File: src/rtl/grt_pkg.sv
// Shared types and encodings for the GRT update responder: FSM states,
// command type encoding and the command-queue entry width.
package grt_pkg;

  typedef enum logic [1:0] {
    ST_IDLE  = 2'd0,
    ST_READ  = 2'd1,
    ST_WRITE = 2'd2
  } grt_state_e;

  localparam logic CMD_ALLOC   = 1'b0;
  localparam logic CMD_DEALLOC = 1'b1;

  // Queue entry layout, MSB first: {type, cu_id, wf_cnt, vgpr_cnt}
  function automatic int grt_entry_w(input int cu_w, input int wf_w, input int vgpr_w);
    return 1 + cu_w + wf_w + vgpr_w;
  endfunction

endpackage

File: src/rtl/grt_cmd_fifo.sv
// Command queue with a two-wide write port (slot 0 lands first) and a single
// pop port. DEPTH must be a power of two so the pointers wrap naturally.
module grt_cmd_fifo #(
  parameter int ENTRY_W = 8,
  parameter int DEPTH   = 4
) (
  input  logic               clk,
  input  logic               rst_n,
  input  logic [1:0]         i_wr_en,
  input  logic [ENTRY_W-1:0] i_wr_data0,
  input  logic [ENTRY_W-1:0] i_wr_data1,
  input  logic               i_pop,
  output logic [ENTRY_W-1:0] o_rd_data,
  output logic               o_full,
  output logic               o_two_free,
  output logic               o_empty
);

  localparam int PTR_W = (DEPTH > 1) ? $clog2(DEPTH) : 1;

  logic [ENTRY_W-1:0] r_mem [DEPTH];
  logic [PTR_W-1:0]   r_wptr;
  logic [PTR_W-1:0]   r_rptr;
  logic [PTR_W:0]     r_count;
  logic [PTR_W-1:0]   w_wptr1;
  logic [PTR_W:0]     w_n_wr;
  logic               w_pop_ok;

  assign w_pop_ok   = i_pop & ~o_empty;
  assign w_wptr1    = r_wptr + PTR_W'(i_wr_en[0]);
  assign w_n_wr     = (PTR_W+1)'(i_wr_en[0]) + (PTR_W+1)'(i_wr_en[1]);
  assign o_rd_data  = r_mem[r_rptr];
  assign o_full     = (r_count == (PTR_W+1)'(DEPTH));
  assign o_two_free = (r_count <= (PTR_W+1)'(DEPTH-2));
  assign o_empty    = (r_count == '0);

  always_ff @(posedge clk) begin
    if (i_wr_en[0]) r_mem[r_wptr]  <= i_wr_data0;
    if (i_wr_en[1]) r_mem[w_wptr1] <= i_wr_data1;
  end

  always_ff @(posedge clk or negedge rst_n) begin
    if (!rst_n) begin
      r_wptr  <= '0;
      r_rptr  <= '0;
      r_count <= '0;
    end else begin
      r_wptr  <= r_wptr + w_n_wr[PTR_W-1:0];
      r_rptr  <= r_rptr + PTR_W'(w_pop_ok);
      r_count <= r_count + w_n_wr - (PTR_W+1)'(w_pop_ok);
    end
  end

endmodule

File: src/rtl/grt_update_responder.sv
// Responder for dispatch alloc/dealloc commands: queues them, applies each to
// the per-CU usage table in IDLE->READ->WRITE order and pulses done per command.
module grt_update_responder
  import grt_pkg::*;
#(
  parameter int NUMBER_CU       = 2,
  parameter int CU_ID_WIDTH     = 2,
  parameter int WF_CNT_WIDTH    = 4,
  parameter int VGPR_CNT_WIDTH  = 10,
  parameter int MAX_WF_PER_CU   = 8,
  parameter int MAX_VGPR_PER_CU = 512,
  parameter int CMD_FIFO_DEPTH  = 4
) (
  input  logic                                clk,
  input  logic                                rst_n,
  input  logic                                wg_alloc_valid_i,
  input  logic                                wg_dealloc_valid_i,
  input  logic [CU_ID_WIDTH-1:0]              cmd_cu_id_i,
  input  logic [WF_CNT_WIDTH-1:0]             cmd_wf_cnt_i,
  input  logic [VGPR_CNT_WIDTH-1:0]           cmd_vgpr_cnt_i,
  output logic                                grt_wg_alloc_done_o,
  output logic [CU_ID_WIDTH-1:0]              grt_wg_alloc_cu_id_o,
  output logic                                grt_wg_dealloc_done_o,
  output logic [CU_ID_WIDTH-1:0]              grt_wg_dealloc_cu_id_o,
  output logic [NUMBER_CU*WF_CNT_WIDTH-1:0]   cu_wf_used_o,
  output logic [NUMBER_CU*VGPR_CNT_WIDTH-1:0] cu_vgpr_used_o,
  output logic                                cmd_fifo_full_o,
  output logic                                err_o
);

  localparam int ENTRY_W = grt_entry_w(CU_ID_WIDTH, WF_CNT_WIDTH, VGPR_CNT_WIDTH);
  localparam int WF_LSB  = VGPR_CNT_WIDTH;
  localparam int CU_LSB  = VGPR_CNT_WIDTH + WF_CNT_WIDTH;

  function automatic logic [WF_CNT_WIDTH:0] sat_wf(input logic is_dealloc,
      input logic [WF_CNT_WIDTH-1:0] old_v, input logic [WF_CNT_WIDTH-1:0] cnt);
    logic [WF_CNT_WIDTH:0] res;
    if (is_dealloc) begin
      res = {1'b0, old_v} - {1'b0, cnt};
      if (res[WF_CNT_WIDTH]) return {1'b1, {WF_CNT_WIDTH{1'b0}}};
      return {1'b0, res[WF_CNT_WIDTH-1:0]};
    end
    res = {1'b0, old_v} + {1'b0, cnt};
    if (res > (WF_CNT_WIDTH+1)'(MAX_WF_PER_CU)) return {1'b1, WF_CNT_WIDTH'(MAX_WF_PER_CU)};
    return {1'b0, res[WF_CNT_WIDTH-1:0]};
  endfunction

  function automatic logic [VGPR_CNT_WIDTH:0] sat_vgpr(input logic is_dealloc,
      input logic [VGPR_CNT_WIDTH-1:0] old_v, input logic [VGPR_CNT_WIDTH-1:0] cnt);
    logic [VGPR_CNT_WIDTH:0] res;
    if (is_dealloc) begin
      res = {1'b0, old_v} - {1'b0, cnt};
      if (res[VGPR_CNT_WIDTH]) return {1'b1, {VGPR_CNT_WIDTH{1'b0}}};
      return {1'b0, res[VGPR_CNT_WIDTH-1:0]};
    end
    res = {1'b0, old_v} + {1'b0, cnt};
    if (res > (VGPR_CNT_WIDTH+1)'(MAX_VGPR_PER_CU)) return {1'b1, VGPR_CNT_WIDTH'(MAX_VGPR_PER_CU)};
    return {1'b0, res[VGPR_CNT_WIDTH-1:0]};
  endfunction

  grt_state_e                r_state, w_state_nxt;
  logic [1:0]                w_wr_en;
  logic [ENTRY_W-1:0]        w_wr_d0, w_wr_d1, w_head;
  logic [ENTRY_W-2:0]        w_payload;
  logic                      w_drop, w_full, w_two_free, w_empty, w_pop, w_commit, w_cu_ok;
  logic                      r_cmd_type;
  logic [CU_ID_WIDTH-1:0]    r_cmd_cu;
  logic [WF_CNT_WIDTH-1:0]   r_cmd_wf, r_old_wf, w_sel_wf;
  logic [VGPR_CNT_WIDTH-1:0] r_cmd_vgpr, r_old_vgpr, w_sel_vgpr;
  logic [WF_CNT_WIDTH:0]     w_wf_res;
  logic [VGPR_CNT_WIDTH:0]   w_vgpr_res;
  logic [WF_CNT_WIDTH-1:0]   r_wf_used   [NUMBER_CU];
  logic [VGPR_CNT_WIDTH-1:0] r_vgpr_used [NUMBER_CU];
  logic                      r_alloc_done, r_dealloc_done, r_err;
  logic [CU_ID_WIDTH-1:0]    r_alloc_cu, r_dealloc_cu;

  assign w_payload = {cmd_cu_id_i, cmd_wf_cnt_i, cmd_vgpr_cnt_i};

  // Same-cycle pair goes in as dealloc then alloc, and only as a pair
  always_comb begin
    w_wr_en = 2'b00;
    w_drop  = 1'b0;
    w_wr_d0 = {CMD_ALLOC, w_payload};
    w_wr_d1 = {CMD_ALLOC, w_payload};
    if (wg_alloc_valid_i && wg_dealloc_valid_i) begin
      w_wr_d0 = {CMD_DEALLOC, w_payload};
      if (w_two_free) w_wr_en = 2'b11;
      else            w_drop  = 1'b1;
    end else if (wg_alloc_valid_i || wg_dealloc_valid_i) begin
      w_wr_d0 = {(wg_dealloc_valid_i ? CMD_DEALLOC : CMD_ALLOC), w_payload};
      if (!w_full) w_wr_en = 2'b01;
      else         w_drop  = 1'b1;
    end
  end

  grt_cmd_fifo #(
    .ENTRY_W (ENTRY_W),
    .DEPTH   (CMD_FIFO_DEPTH)
  ) u_cmd_fifo (
    .clk        (clk),
    .rst_n      (rst_n),
    .i_wr_en    (w_wr_en),
    .i_wr_data0 (w_wr_d0),
    .i_wr_data1 (w_wr_d1),
    .i_pop      (w_pop),
    .o_rd_data  (w_head),
    .o_full     (w_full),
    .o_two_free (w_two_free),
    .o_empty    (w_empty)
  );

  always_ff @(posedge clk or negedge rst_n) begin
    if (!rst_n) r_state <= ST_IDLE;
    else        r_state <= w_state_nxt;
  end

  always_comb begin
    w_state_nxt = r_state;
    w_pop       = 1'b0;
    w_commit    = 1'b0;
    case (r_state)
      ST_IDLE: if (!w_empty) begin
        w_pop       = 1'b1;
        w_state_nxt = ST_READ;
      end
      ST_READ:  w_state_nxt = ST_WRITE;
      ST_WRITE: begin
        w_commit    = 1'b1;
        w_state_nxt = ST_IDLE;
      end
      default:  w_state_nxt = ST_IDLE;
    endcase
  end

  always_comb begin
    w_sel_wf   = '0;
    w_sel_vgpr = '0;
    for (int i = 0; i < NUMBER_CU; i++) begin
      if (r_cmd_cu == CU_ID_WIDTH'(i)) begin
        w_sel_wf   = r_wf_used[i];
        w_sel_vgpr = r_vgpr_used[i];
      end
    end
  end

  assign w_cu_ok    = ({1'b0, r_cmd_cu} < (CU_ID_WIDTH+1)'(NUMBER_CU));
  assign w_wf_res   = sat_wf(r_cmd_type, r_old_wf, r_cmd_wf);
  assign w_vgpr_res = sat_vgpr(r_cmd_type, r_old_vgpr, r_cmd_vgpr);

  // Pop -> command regs; READ -> working copy of the target CU's usage
  always_ff @(posedge clk) begin
    if (w_pop) begin
      r_cmd_type <= w_head[ENTRY_W-1];
      r_cmd_cu   <= w_head[CU_LSB +: CU_ID_WIDTH];
      r_cmd_wf   <= w_head[WF_LSB +: WF_CNT_WIDTH];
      r_cmd_vgpr <= w_head[VGPR_CNT_WIDTH-1:0];
    end
    if (r_state == ST_READ) begin
      r_old_wf   <= w_sel_wf;
      r_old_vgpr <= w_sel_vgpr;
    end
  end

  // WRITE -> table write-back and done pulse visible next cycle
  always_ff @(posedge clk or negedge rst_n) begin
    if (!rst_n) begin
      for (int i = 0; i < NUMBER_CU; i++) begin
        r_wf_used[i]   <= '0;
        r_vgpr_used[i] <= '0;
      end
      r_alloc_done   <= 1'b0;
      r_dealloc_done <= 1'b0;
      r_alloc_cu     <= '0;
      r_dealloc_cu   <= '0;
      r_err          <= 1'b0;
    end else begin
      r_alloc_done   <= 1'b0;
      r_dealloc_done <= 1'b0;
      if (w_commit) begin
        if (r_cmd_type == CMD_DEALLOC) begin
          r_dealloc_done <= 1'b1;
          r_dealloc_cu   <= r_cmd_cu;
        end else begin
          r_alloc_done <= 1'b1;
          r_alloc_cu   <= r_cmd_cu;
        end
        for (int i = 0; i < NUMBER_CU; i++) begin
          if (w_cu_ok && (r_cmd_cu == CU_ID_WIDTH'(i))) begin
            r_wf_used[i]   <= w_wf_res[WF_CNT_WIDTH-1:0];
            r_vgpr_used[i] <= w_vgpr_res[VGPR_CNT_WIDTH-1:0];
          end
        end
      end
      if (w_drop || (w_commit && (!w_cu_ok || w_wf_res[WF_CNT_WIDTH] || w_vgpr_res[VGPR_CNT_WIDTH])))
        r_err <= 1'b1;
    end
  end

  for (genvar g = 0; g < NUMBER_CU; g++) begin : g_flat
    assign cu_wf_used_o[g*WF_CNT_WIDTH +: WF_CNT_WIDTH]       = r_wf_used[g];
    assign cu_vgpr_used_o[g*VGPR_CNT_WIDTH +: VGPR_CNT_WIDTH] = r_vgpr_used[g];
  end

  assign grt_wg_alloc_done_o    = r_alloc_done;
  assign grt_wg_alloc_cu_id_o   = r_alloc_cu;
  assign grt_wg_dealloc_done_o  = r_dealloc_done;
  assign grt_wg_dealloc_cu_id_o = r_dealloc_cu;
  assign cmd_fifo_full_o        = w_full;
  assign err_o                  = r_err;

endmodule

File: config.mk
export PLATFORM = sky130hd
export DESIGN_NAME = grt_update_responder
export DESIGN_NICKNAME = d
export VERILOG_FILES = /design/src/rtl/grt_pkg.sv /design/src/rtl/grt_cmd_fifo.sv /design/src/rtl/grt_update_responder.sv
export SDC_FILE = /design/constraint.sdc
export NUM_CORES = 1
export LEC_CHECK = 0
export BUFFER_PORTS_ARGS = -buffer_cell sky130_fd_sc_hd__clkbuf_2
export CAP_MARGIN = 20
export CORE_ASPECT_RATIO = 1.5
export CORE_MARGIN = 2
export CORE_UTILIZATION = 30
export DETAILED_ROUTE_END_ITERATION = 10
export PLACE_DENSITY_LB_ADDON = 0.05
export SLEW_MARGIN = 10
export SYNTH_ARGS = -nofsm -noshare
export SYNTH_HDL_FRONTEND = slang
export SYNTH_SLANG_ARGS = --single-unit
export TNS_END_PERCENT = 30
File: constraint.sdc
create_clock -name clk -period 4.4 [get_ports clk]
set_clock_uncertainty 0.2 [all_clocks]
set_input_delay 0.22 -clock clk [delete_from_list [all_inputs] [get_ports clk]]
set_output_delay 0.22 -clock clk [all_outputs]
set_load 0.005 [all_outputs]
After elaboration in Yosys (flattened, before gate mapping)
Memories as Yosys holds them, arrays and structs flattened. A register that Yosys moved wholly into a read port is not among the register bits.
Cells that the tools add are included.

word-level totals
  memory bits (writable) = 68
  register bits = 58
  output and inout bits = 36
  word-level logic and storage cells = 102
  memories kept = 1
  bits of input ports = 20

memories
  memory            words  bits a word  read ports  clocked after Yosys merged registers in  wr ports  RTL line            text
  u_cmd_fifo.r_mem  4      17           1           1                                        2         grt_cmd_fifo.sv:21  logic [ENTRY_W-1:0] r_mem [DEPTH];

operators by class
  reduce and logical (&&, ||, !) cells = 16
  $add $sub $neg = 10
  $lt $le $gt $ge = 4
  equality and inequality tests = 5
  mux-type cells = 48
  bitwise operators = 3

operator list
  cell                                                                                count
  11-bit 2-to-1 mux                                                                   6
  17-bit 2-to-1 mux                                                                   2
  5-bit 2-to-1 mux                                                                    6
  1-bit 2-to-1 mux                                                                    26
  10-bit 2-to-1 mux                                                                   2
  10-bit by 10-bit adder with 11-bit output                                           1
  11-bit by 10-bit greater-than comparator with 1-bit output (second input constant)  1
  10-bit by 10-bit subtractor with 11-bit output                                      1
  4-bit 2-to-1 mux                                                                    2
  2-bit AND reduction                                                                 4
  2-bit 2-to-1 mux                                                                    3
  4-bit by 4-bit adder with 5-bit output                                              1
  5-bit by 4-bit greater-than comparator with 1-bit output (second input constant)    1
  4-bit by 4-bit subtractor with 5-bit output                                         1
  2-bit by 1-bit adder with 2-bit output                                              2
  2-bit by 1-bit == test with 1-bit output (second input constant)                    2
  1-bit logical AND                                                                   4
  2-bit zero test                                                                     2
  1-bit logical OR                                                                    4
  2-bit case mux with 2 select lines                                                  1
  3-bit adder                                                                         1
  3-bit == test (second input constant)                                               1
  3-bit by 2-bit <= comparator with 1-bit output (second input constant)              1
  3-bit zero test                                                                     1
  9 further kinds                                                                     10

Longest topological paths before layout
Gate-level depths: netlist (run 1).

  depth after elaboration = 12
  mapped depth = 12
  gate-level depth less buffers = 11

By module
From an unflattened synthesis (run 1), not the netlist that was laid out.

second synthesis, totals
  cell total of the unflattened synthesis = 644
  area, all modules = 8,026.4 sq um

modules (own cells, without submodules)
  module                sequential area each (sq um)  instances  area each (sq um)  cells each
  grt_update_responder  1,856.8                       1          4,251.6            437
  grt_cmd_fifo          2,217.1                       1          3,774.9            207

Least setup slack after synthesis (run 1)
OpenSTA, ideal clock, no wires.

  path type = register to register
  start point = reg r_state[1]
  end point = reg u_cmd_fifo.r_count[2]
  setup slack = 1.021 ns
  clock period less this slack = 3.379 ns
  buffers on the path = 0
  library setup time = 0.123 ns
  data arrival time = 3.056 ns
  data required time = 4.077 ns
  stages on the path, launching flop included = 9
  cells stage by stage = dfrtp_1 nor3_1 ha_1 inv_1 ha_1 inv_1 fa_1 xor2_1 xnor2_1

on the way
  longest elaborated chain between the ends = 4

RTL lines
  item                                         RTL line                     text
  start: declaration                           grt_update_responder.sv:61   grt_state_e r_state, w_state_nxt;
  start signal: assignment                     grt_update_responder.sv:114  else r_state <= w_state_nxt;
  2-bit zero test                              grt_update_responder.sv:121  case (r_state)
  1-bit 2-to-1 mux                             grt_update_responder.sv:121
  net u_cmd_fifo.i_pop                         grt_cmd_fifo.sv:12           input logic i_pop,
  1-bit bitwise AND                            grt_cmd_fifo.sv:29           assign w_pop_ok = i_pop & ~o_empty;
  3-bit by 1-bit subtractor with 3-bit output  grt_cmd_fifo.sv:50           r_count <= r_count + w_n_wr - (PTR_W+1)'(w_pop_ok);
  end signal: assignment                       grt_cmd_fifo.sv:50
  end: declaration                             grt_cmd_fifo.sv:24           logic [PTR_W:0] r_count;

The timed path passes the listed nets, and every way through them passes these cells.
A chain may end at the register's enable or synchronous reset.

Worst setup path in the final report (run 1)
  start point = reg r_cmd_vgpr[0], read port of u_cmd_fifo.r_mem
  end point = reg r_vgpr_used, in the netlist cu_vgpr_used_o[10]

on the way
  longest elaborated chain between the ends = 8
  elaborated cells on any way between the ends = 12
  classes of those cells = 2 x add/sub; 1 x order compare; 9 x mux

RTL lines
  item                                                                                               RTL line                     text
  start: declaration                                                                                 grt_update_responder.sv:69   logic [VGPR_CNT_WIDTH-1:0] r_cmd_vgpr, r_old_vgpr, w_sel_vgpr;
  parallel branches: the longest is 7 deep, another holds 10-bit by 10-bit adder with 11-bit output  --
  11-bit 2-to-1 mux *                                                                                grt_update_responder.sv:56   res = {1'b0, old_v} + {1'b0, cnt};
  end signal: indexed assignment                                                                     grt_update_responder.sv:190  r_vgpr_used[i] <= w_vgpr_res[VGPR_CNT_WIDTH-1:0];
  end: declaration                                                                                   grt_update_responder.sv:73   logic [VGPR_CNT_WIDTH-1:0] r_vgpr_used [NUMBER_CU];

Every way passes the cells marked *. The select of a mux whose other input is x is not followed.

==> impl_metrics.ini, run 1 <==
[global_routing]
overflow = 0
grt_pass1_vias = 5323
antenna_found_initial = 0
grt_pass1_wl_um = 30000
grt_max_degree = 45
gr-usage-all-layers_pct = 15.2

[yosys]
synth_edf_count = 95
syn_inst = 644
synth.avg_cell_area_um2 = 11.7
synth_top_cell_by_area = edfxtp_1
syn_area_mm2 = 0.00755
yosys_most_used_dff = edfxtp_1
synth_commonest_cells = 95 x edfxtp_1, 61 x nor2_1, 44 x dfrtp_1
syn_nets = 703
yosysMostFrequentCell = edfxtp_1
synthTopCellsByArea = edfxtp_1 38%, dfrtp_1 15%, ha_1 5.6%
yosysWarningCount = 0
yosysSeqAreaShare_pct = 53.4
synth-seq-cells = 143
async_reset_ff_share_pct = 30.8
yosysTopAreaCellShare_pct = 37.8
ys_types = 66

[pwr]
leakagePower_nw = 3.63
p_seq_share_pct = 32.4
p_comb_share_pct = 50.3
ir_worst_vdd_uv = 335
clkPwrFrac_pct = 17.3
switchingPower_mw = 3.31
p_sw_share_pct = 43.4
p_per_area_mw_per_mm2 = 857
p_int_mw = 4.32

[timing]
worst_pin_slew_ns = 0.958
maxClockFrequency_ghz = 0.265
rsz0062_at_grt = false
finalCritPeriodShare_pct = 85.9
finalSetupTns_ns = 0
hold_ws_ns = 0.133
relSlewSlack_pct = 36.2
finalSetupViolCount = 0
fin_crit_ns = 3.78
finalHoldViolCount = 0
report.final.slew_viol_count = 0

[routing]
dr_total_vias = 5049
wl_um = 18800
drc = 0
wl_per_cell_um = 17.8
detail-route-antenna-nets = 0
dr.first_iter.drc_count = 300
viasPerCell = 4.79
dr.pass1.iters = 4

[floorplan]
initial_utilization_pct = 30.3
dieArea_mm2 = 0.0265
core-area_mm2 = 0.0250
num_rows = 71
fp.dieW_um = 134
die_h_um = 198
pin_count = 56

[worst_setup_path]
r2r_end = cu_vgpr_used_o[10]
crit_path_end = cu_vgpr_used_o[10]
rrSetupSlack_ns = 0.62
start_kind = flop
critPathKind = reg2reg
r2r_start = r_cmd_vgpr[0]
crit_required_ns = 4.52
worstPathArrival_ns = 3.90
r2r_cells = 10
cp-end-kind = flop
cp_max_fo = 21
cp-startpoint = r_cmd_vgpr[0]

[placed_design]
dpl-instance-area_mm2 = 0.00820
hpwl_um = 13200
gp_congestion = 0.880
port-buffer-count = 55

[clock_tree]
root_buffer = clkbuf_16
cts_tree = yes
htreeDepth = 4
cts_resized = 0
path_clk_slew_ns = 0.06
numClockSinks = 143
worstSkewPairLatency_ns = 0.43
cts.path.max_buffers = 2
numCtsBuffers = 17

[cells_and_area]
drive_above_1_share_pct = 17.6
postLayoutCellArea_mm2 = 0.00890
fin_nets = 773
multi_input_area_mm2 = 0.00323
num_antenna_cells = 0
regArea_mm2 = 0.00403
n_fill_cell = 2488
post-route-util_pct = 35.7
syn_to_final_growth_pct = 17.9

[outcome]
status = completed

[job]
maxCapViolCount = 0

[min_path]
worstHoldPathType = in2reg
-- power groups by stage --
stage | Sequential, mW | Clock (mW) | Combinational, mW
CTS | 2.49 | 1.37 | 3.90
global route | 2.54 | 1.42 | 4.30
finish | 2.47 | 1.32 | 3.83
global placement | 2.49 | 0 | 3.85
floorplan | 2.37 | 0 | 2.78
detailed placement | 2.51 | 0 | 3.87
-- final cells by class --
cell class | count | share of cell area (%)
flip-flops and latches | 143 | 45.3
multi-input cells | 423 | 36.2
well taps | 328 | 4.61
inverters | 45 | 1.90
clock inverters | 13 | 1.04
repair buffers | 84 | 6.04
clock buffers | 19 | 4.86
-- critical path, cell delays in order (launching register included) --
cell and delay [ns]:
edfxtp_1 0.36, ha_1 0.24, inv_1 0.08, fa_1 0.41
nor2_1 0.22, o2111ai_1 0.23, nor4b_2 0.38, o221ai_1 0.21
o21ai_2 0.73, a21oi_1 0.29, o31ai_1 0.31
-- worst min-delay path by stage --
stage                     startpoint               endpoint  slack (ns)  cells past startpoint
finish              wg_alloc_valid_i   u_cmd_fifo.r_wptr[0]        0.13                      4
global placement               rst_n  u_cmd_fifo.r_count[0]        0.15                      2
detailed placement             rst_n  u_cmd_fifo.r_count[0]        0.19                      2
floorplan                      rst_n      cu_vgpr_used_o[0]       -0.28                      0
global route        wg_alloc_valid_i   u_cmd_fifo.r_wptr[0]        0.16                      4
CTS                 wg_alloc_valid_i   u_cmd_fifo.r_wptr[0]        0.12                      4
-- cells in the final DEF, fill, tap and decap left out, types with 4 or more instances in the layout --
| master | n |
|---|---|
| dfxtp_1 | 4 |
| nor2b_1 | 39 |
| mux4_2 | 17 |
| nand2_1 | 38 |
| xor2_1 | 4 |
| nor2_1 | 61 |
| or3_1 | 4 |
| dfrtp_1 | 44 |
| xnor2_1 | 9 |
| clkinv_4 | 4 |
| mux2i_1 | 19 |
| a21oi_1 | 14 |
| dlygate4sd3_1 | 18 |
| and3_1 | 5 |
| and2_1 | 40 |
| o21ai_0 | 11 |
| a21o_1 | 7 |
| inv_1 | 42 |
| o31ai_1 | 8 |
| a31oi_1 | 6 |
| buf_4 | 11 |
| ha_1 | 34 |
| clkbuf_16 | 17 |
| edfxtp_1 | 95 |
| fa_1 | 5 |
| a211oi_1 | 16 |
| o21ai_1 | 7 |
| clkbuf_2 | 55 |
| mux2_2 | 6 |
| nor3_1 | 17 |
| a2111oi_0 | 4 |
-- metrics by stage --
| step | std cells | power [mW] | setup slack [ns] |
|---|---|---|---|
| floorplan | 644 | 5.15 | 1.02 |
| global placement | 1005 | 6.34 | 0.799 |
| detailed placement | 1005 | 6.37 | 0.691 |
| CTS | 1055 | 7.76 | 0.642 |
| global route | 1055 | 8.26 | 0.383 |
| finish | 1055 | 7.63 | 0.622 |
-- kinds of logic after synthesis --
logic type | share of synthesized area (%)
compound gates | 10.5
xor+xnor | 1.51
fa+ha+maj | 7.09
buf+inv | 4.03
flops | 53.4
mux | 8.48
simple gates | 15.0
-- state kept, by name (all words and copies together) (netlist names) --
register                flops
u_cmd_fifo.r_wptr           2
r_cmd_type                  1
r_old_wf                    4
err_o                       1
r_old_vgpr                 10
grt_wg_alloc_cu_id_o        2
r_cmd_vgpr                 10
grt_wg_dealloc_cu_id_o      2
cu_wf_used_o                8
r_cmd_cu                    2
grt_wg_alloc_done_o         1
grt_wg_dealloc_done_o       1
r_state                     2
cu_vgpr_used_o             20
r_cmd_wf                    4
u_cmd_fifo.r_count          3
u_cmd_fifo.r_mem           68
u_cmd_fifo.r_rptr           2
-- routing by layer --
layer	part of all wire, %	wire [um]	global-route usage [%]
met1	41	7690	17.0
met2	54	10100	27.7
met3	2.8	531	3.07
met4	2.6	493	6.50
met5	0	0	0
-- repair_timing --
item / 4_1_cts / 5_1_grt
hold buffers: 18 / 0
buffers inserted: 0 / 0
hold endpoints to repair: 112 / 0
Note: power is estimated with default switching activity, not from simulation.
==> inputs of run 2 (changes only) <==
- SYNTH_HIERARCHICAL: unset -> 1
==> run 2 against run 1 <==
Net effect: clock power up 18%; global-route usage up 0.26 points; register-to-register slack better by 0.16 ns; critical path type unchanged.
==> impl_metrics.ini, run 2 <==
[cells_and_area]
drive_above_1_share_pct = 28.9
syn_to_final_growth_pct = 18.2
layout_common_cells = 99 x edfxtp_1, 67 x mux2_2, 57 x nor2_1, 55 x clkbuf_2, 44 x dfrtp_1
num_antenna_cells = 0
postLayoutCellArea_mm2 = 0.00949
post-route-util_pct = 35.9
fin_nets = 781
final_cell_count_no_fill = 1071
largest_register_ffs = 68
regMostFlops = u_cmd_fifo/r_mem
final_common_cell = edfxtp_1

[clock_tree]
cts_tree = yes
numClockSinks = 143
post_cts_buffers = 0
root_buffer = clkbuf_16
worstSkewPairLatency_ns = 0.44
ctsHoldBuffers = 18
path_clk_slew_ns = 0.06
cts_resized = 0
htreeDepth = 4
cts.path.max_buffers = 2
numCtsBuffers = 17

[worst_setup_path]
max_stage_delay_ns = 0.64
worstPathArrival_ns = 3.78
crit_buf_inv = 1
path_cells = inv_1, ha_1, nor2_1, and3_1, a2111oi_4, xnor2_1, o2111ai_4, a2111oi_1, a211oi_1, a21oi_1
crit_required_ns = 4.56
start_kind = flop
crit_path_top_delay_cell = a2111oi_1
crit_family = compound AO/OA/AOI/OAI gates
cp_max_fo = 13
cp-end-kind = flop
critPathKind = reg2reg

[routing]
dr.pass1.iters = 4
drc = 0
detail-route-antenna-nets = 0
wl_um = 20300
dr_total_vias = 5178
dr.first_iter.drc_count = 237
viasPerCell = 4.83
wl_per_cell_um = 19.0

[yosys]
async_reset_ff_share_pct = 30.8
synth_edf_count = 99
synth_top_cell_by_area = edfxtp_1
yosysMostFrequentCell = edfxtp_1
yosysWarningCount = 6
yosysTopAreaCellShare_pct = 37.0
syn_area_mm2 = 0.00803
syn_inst = 644
ys_types = 71
synthTopCellsByArea = edfxtp_1 37%, dfrtp_1 14%, mux2_2 9.4%
synth_commonest_cells = 99 x edfxtp_1, 67 x mux2_2, 57 x nor2_1
synth-seq-cells = 143
yosysSeqAreaShare_pct = 50.8
synth.avg_cell_area_um2 = 12.5
yosys_most_used_dff = edfxtp_1

[timing]
hold_ws_ns = 0.138
fin_crit_ns = 3.61
maxClockFrequency_ghz = 0.277
layout_setup_ws_ns = 0.785
report.final.slew_viol_count = 0
rsz0062_at_grt = false
finalCritPeriodShare_pct = 82.2
finalSetupTns_ns = 0
finalSetupViolCount = 0
finalHoldViolCount = 0
worst_pin_slew_ns = 0.950
relSlewSlack_pct = 36.7

[placed_design]
port-buffer-count = 55
gp_congestion = 0.820
pre_cts_ws_ns = 0.791
hpwl_um = 14500
placedCellCount = 1021
dpl-instance-area_mm2 = 0.00867

[floorplan]
die_h_um = 204
core-area_mm2 = 0.0264
dieArea_mm2 = 0.0281
pin_count = 56
num_rows = 73
initial_utilization_pct = 30.4
fp.dieW_um = 138

[pwr]
total_power_mw = 7.84
leakagePower_nw = 3.79
p_per_area_mw_per_mm2 = 826
ir_worst_vdd_uv = 317

[global_routing]
grt_pass1_wl_um = 31300
grt_max_degree = 45
overflow = 0
grt_pass1_vias = 5304
gr-usage-all-layers_pct = 15.4
antenna_found_initial = 0

[outcome]
status = completed

[min_path]
worstHoldPathType = in2reg

[job]
maxCapViolCount = 0
[run 2: path summary, 6_finish.rpt]
kind / from / endpoint / slack [ns] / depth (start not counted)
max in group asynchronous: rst_n / cu_vgpr_used_o[14] / 3.33 / 3
worst min-delay path: wg_alloc_valid_i / err_o / 0.14 / 4
min in group asynchronous: rst_n / cu_vgpr_used_o[16] / 0.22 / 3
worst min register to register: grt_wg_dealloc_cu_id_o[1] / grt_wg_dealloc_cu_id_o[1] / 0.30 / 1
worst max register to register: r_cmd_vgpr[5] / cu_vgpr_used_o[2] / 0.79 / 10
worst max-delay path: r_cmd_vgpr[5] / cu_vgpr_used_o[2] / 0.79 / 10
[run 2: metal layers]
metal	part of all wire [%]	global-route usage, %
met3	2.6	3.82
met2	54	27.7
met1	41	17.3
met4	2.5	6.08
met5	0	0
[run 2: cells by family after synthesis]
kind of cell             after synthesis  share of synthesized area, %
AND/OR/NAND/NOR                      159                          9.20
flip-flops                           143                          50.8
multiplexers                         111                          18.1
AO/OA/AOI/OAI                        108                          9.76
buffers and inverters                 70                          4.02
adder cells (fa/ha/maj)               40                          6.70
XOR/XNOR                              12                          1.40
other                                  1                        0.0467
[run 2: cell type report]
class                      count  area (um2)
timing repair buffer          86         553
inverter                      39         146
clock inverter                 9        97.6
fill                        2564       16900
sequential                   143        4070
clock buffer                  23         543
multi-input combinational    434        3650
tap                          337         422
[run 2: worst reg2reg max path, cell delays in order, from the launching register on]
cell	delay, ns
edfxtp_1	0.39
inv_1	0.06
ha_1	0.55
nor2_1	0.18
and3_1	0.25
a2111oi_4	0.51
xnor2_1	0.23
o2111ai_4	0.21
a2111oi_1	0.64
a211oi_1	0.15
a21oi_1	0.18
[run 2: power breakdown]
group,internal [mW],leakage (nW),switching (mW),total (mW)
registers,2.08,1.47,0.421,2.51
logic,1.53,2.00,2.24,3.77
clock network,0.979,0.319,0.578,1.56
total,4.60,3.79,3.24,7.84
==> inputs of run 3 (changes only) <==
- clock period: 4.4 -> 3.56 ns (I/O delays scaled with it)
==> run 3 against run 2 <==
Net effect: die area did not move; via count is 2.5% higher; setup slack got worse by 0.64 ns; highest routed layer unchanged; routed wire length grew 6.0%; largest power group unchanged; combinational power rose by 31%; cell count up 1.0%; first-iteration DRC count increased by 12%.
==> impl_metrics.ini, run 3 (synthesis gave the netlist of run 2 again) <==
[floorplan]
core-area_mm2 = 0.0264
initial_utilization_pct = 30.4
fp.dieW_um = 138
pin_count = 56
dieArea_mm2 = 0.0281
num_rows = 73
die_h_um = 204

[global_routing]
grt_pass1_wl_um = 33300
grt_pass1_vias = 5707
overflow = 0
gr-usage-all-layers_pct = 16.3
antenna_found_initial = 0
grt_max_degree = 33

[cells_and_area]
syn_to_final_growth_pct = 19.0
drive_above_1_share_pct = 29.8
n_fill_cell = 2553
largest_register_ffs = 68
layout_common_cells = 99 x edfxtp_1, 67 x mux2_2, 57 x nor2_1, 55 x clkbuf_2, 44 x dfrtp_1
final_cell_count_no_fill = 1082
regMostFlops = u_cmd_fifo/r_mem
fin_nets = 792
regArea_mm2 = 0.00407
final_common_cell = edfxtp_1
multi_input_area_mm2 = 0.00365
num_antenna_cells = 0

[pwr]
p_per_area_mw_per_mm2 = 1030
ir_worst_vdd_uv = 389
leakagePower_nw = 3.83
p_sw_share_pct = 42.3
p_seq_share_pct = 31.2
switchingPower_mw = 4.16
p_comb_share_pct = 50.1
clkPwrFrac_pct = 18.7
p_int_mw = 5.67

[timing]
finalSetupTns_ns = 0
finalSetupViolCount = 0
finalHoldViolCount = 0
hold_ws_ns = 0.145
maxClockFrequency_ghz = 0.292
worst_pin_slew_ns = 0.980
relSlewSlack_pct = 34.6
fin_crit_ns = 3.42
rsz0062_at_grt = false
finalCritPeriodShare_pct = 96.1
report.final.slew_viol_count = 0

[routing]
drc = 0
detail-route-antenna-nets = 0
dr_total_vias = 5309
viasPerCell = 4.91
wl_um = 21500
wl_per_cell_um = 19.9
dr.pass1.iters = 4
dr.first_iter.drc_count = 266

[outcome]
status = completed

[min_path]
holdPathStages = 4
min_to = err_o
worstHoldPathType = in2reg
worstHoldStart = wg_alloc_valid_i

[worst_setup_path]
crit_buf_inv = 1
worstPathArrival_ns = 3.50
max_stage_delay_ns = 0.51
cp_max_fo = 10
r2r_end = cu_vgpr_used_o[14]
path_cells = inv_1, ha_1, nor3b_1, nor3_1, o22ai_2, o311a_1, nand2_1, a21oi_2, a2111oi_0, a211oi_1
crit_required_ns = 3.64
crit_family = compound AO/OA/AOI/OAI gates
start_kind = flop
crit_path_top_delay_cell = a2111oi_0
r2r_cells = 10
critPathKind = reg2reg
cp-end-kind = flop
rrSetupSlack_ns = 0.14
r2r_start = r_cmd_vgpr[4]

[placed_design]
gp_congestion = 0.821
placedCellCount = 1032
hpwl_um = 15400
port-buffer-count = 55

[clock_tree]
numCtsBuffers = 17
root_buffer = clkbuf_16
cts_resized = 0
numClockSinks = 143
htreeDepth = 4
ctsHoldBuffers = 18
post_cts_buffers = 0
cts_tree = yes
path_clk_slew_ns = 0.07
worstSkewPairLatency_ns = 0.43
cts.path.max_buffers = 2

[job]
maxCapViolCount = 0
run 3: cell type report:
class                           count  area share, %
Clock inverter                     10           1.02
Inverter                           39           1.53
Timing Repair Buffer               97           6.79
Clock buffer                       22           5.32
Tap cell                          337           4.42
Sequential cell                   143           42.7
Multi-Input combinational cell    434           38.3
run 3: how the worst max path moves through the flow:
stage / from / slack [ns] / cells after the start / to
after CTS: r_cmd_vgpr[4] / 0.11 / 10 / cu_vgpr_used_o[14]
after detailed placement: r_cmd_vgpr[4] / 0.10 / 10 / cu_vgpr_used_o[14]
after global routing: r_cmd_vgpr[0] / 0.02 / 11 / cu_vgpr_used_o[14]
after floorplan: r_state[1] / 0.17 / 9 / u_cmd_fifo/r_count[2]
final: r_cmd_vgpr[4] / 0.14 / 10 / cu_vgpr_used_o[14]
after global placement: r_cmd_vgpr[4] / 0.25 / 10 / cu_vgpr_used_o[14]
run 3: routing by layer:
layer	track usage, %	wire length (um)
met2	30.3	11700
met4	6.04	556
met1	18.2	8650
met5	0	0
met3	2.75	612
run 3: through the flow:
step / worst slack (ns) / utilization, % / instance area [um2] / power [mW]
6_report: 0.140 / 36.2 / 9550 / 9.83
5_1_grt: 0.0221 / 36.2 / 9550 / 10.6
4_1_cts: 0.106 / 36.2 / 9550 / 9.98
3_5_place_dp: 0.104 / 33.2 / 8760 / 8.07
3_3_place_gp: 0.249 / 33.2 / 8760 / 7.97
2_1_floorplan: 0.171 / - / 8040 / 6.34
run 3: worst register-to-register path: stages (launching register included):
cell and delay, ns:
edfxtp_1 0.40, inv_1 0.06, ha_1 0.43, nor3b_1 0.21
nor3_1 0.38, o22ai_2 0.21, o311a_1 0.39, nand2_1 0.24
a21oi_2 0.16, a2111oi_0 0.51, a211oi_1 0.10
run 3: power groups by stage:
stage	clock (mW)	sequential, mW	combinational [mW]
floorplan	0	2.87	3.47
global route	1.96	3.16	5.47
CTS	1.90	3.09	4.99
detailed placement	0	3.12	4.95
finish	1.84	3.07	4.92
global placement	0	3.09	4.88
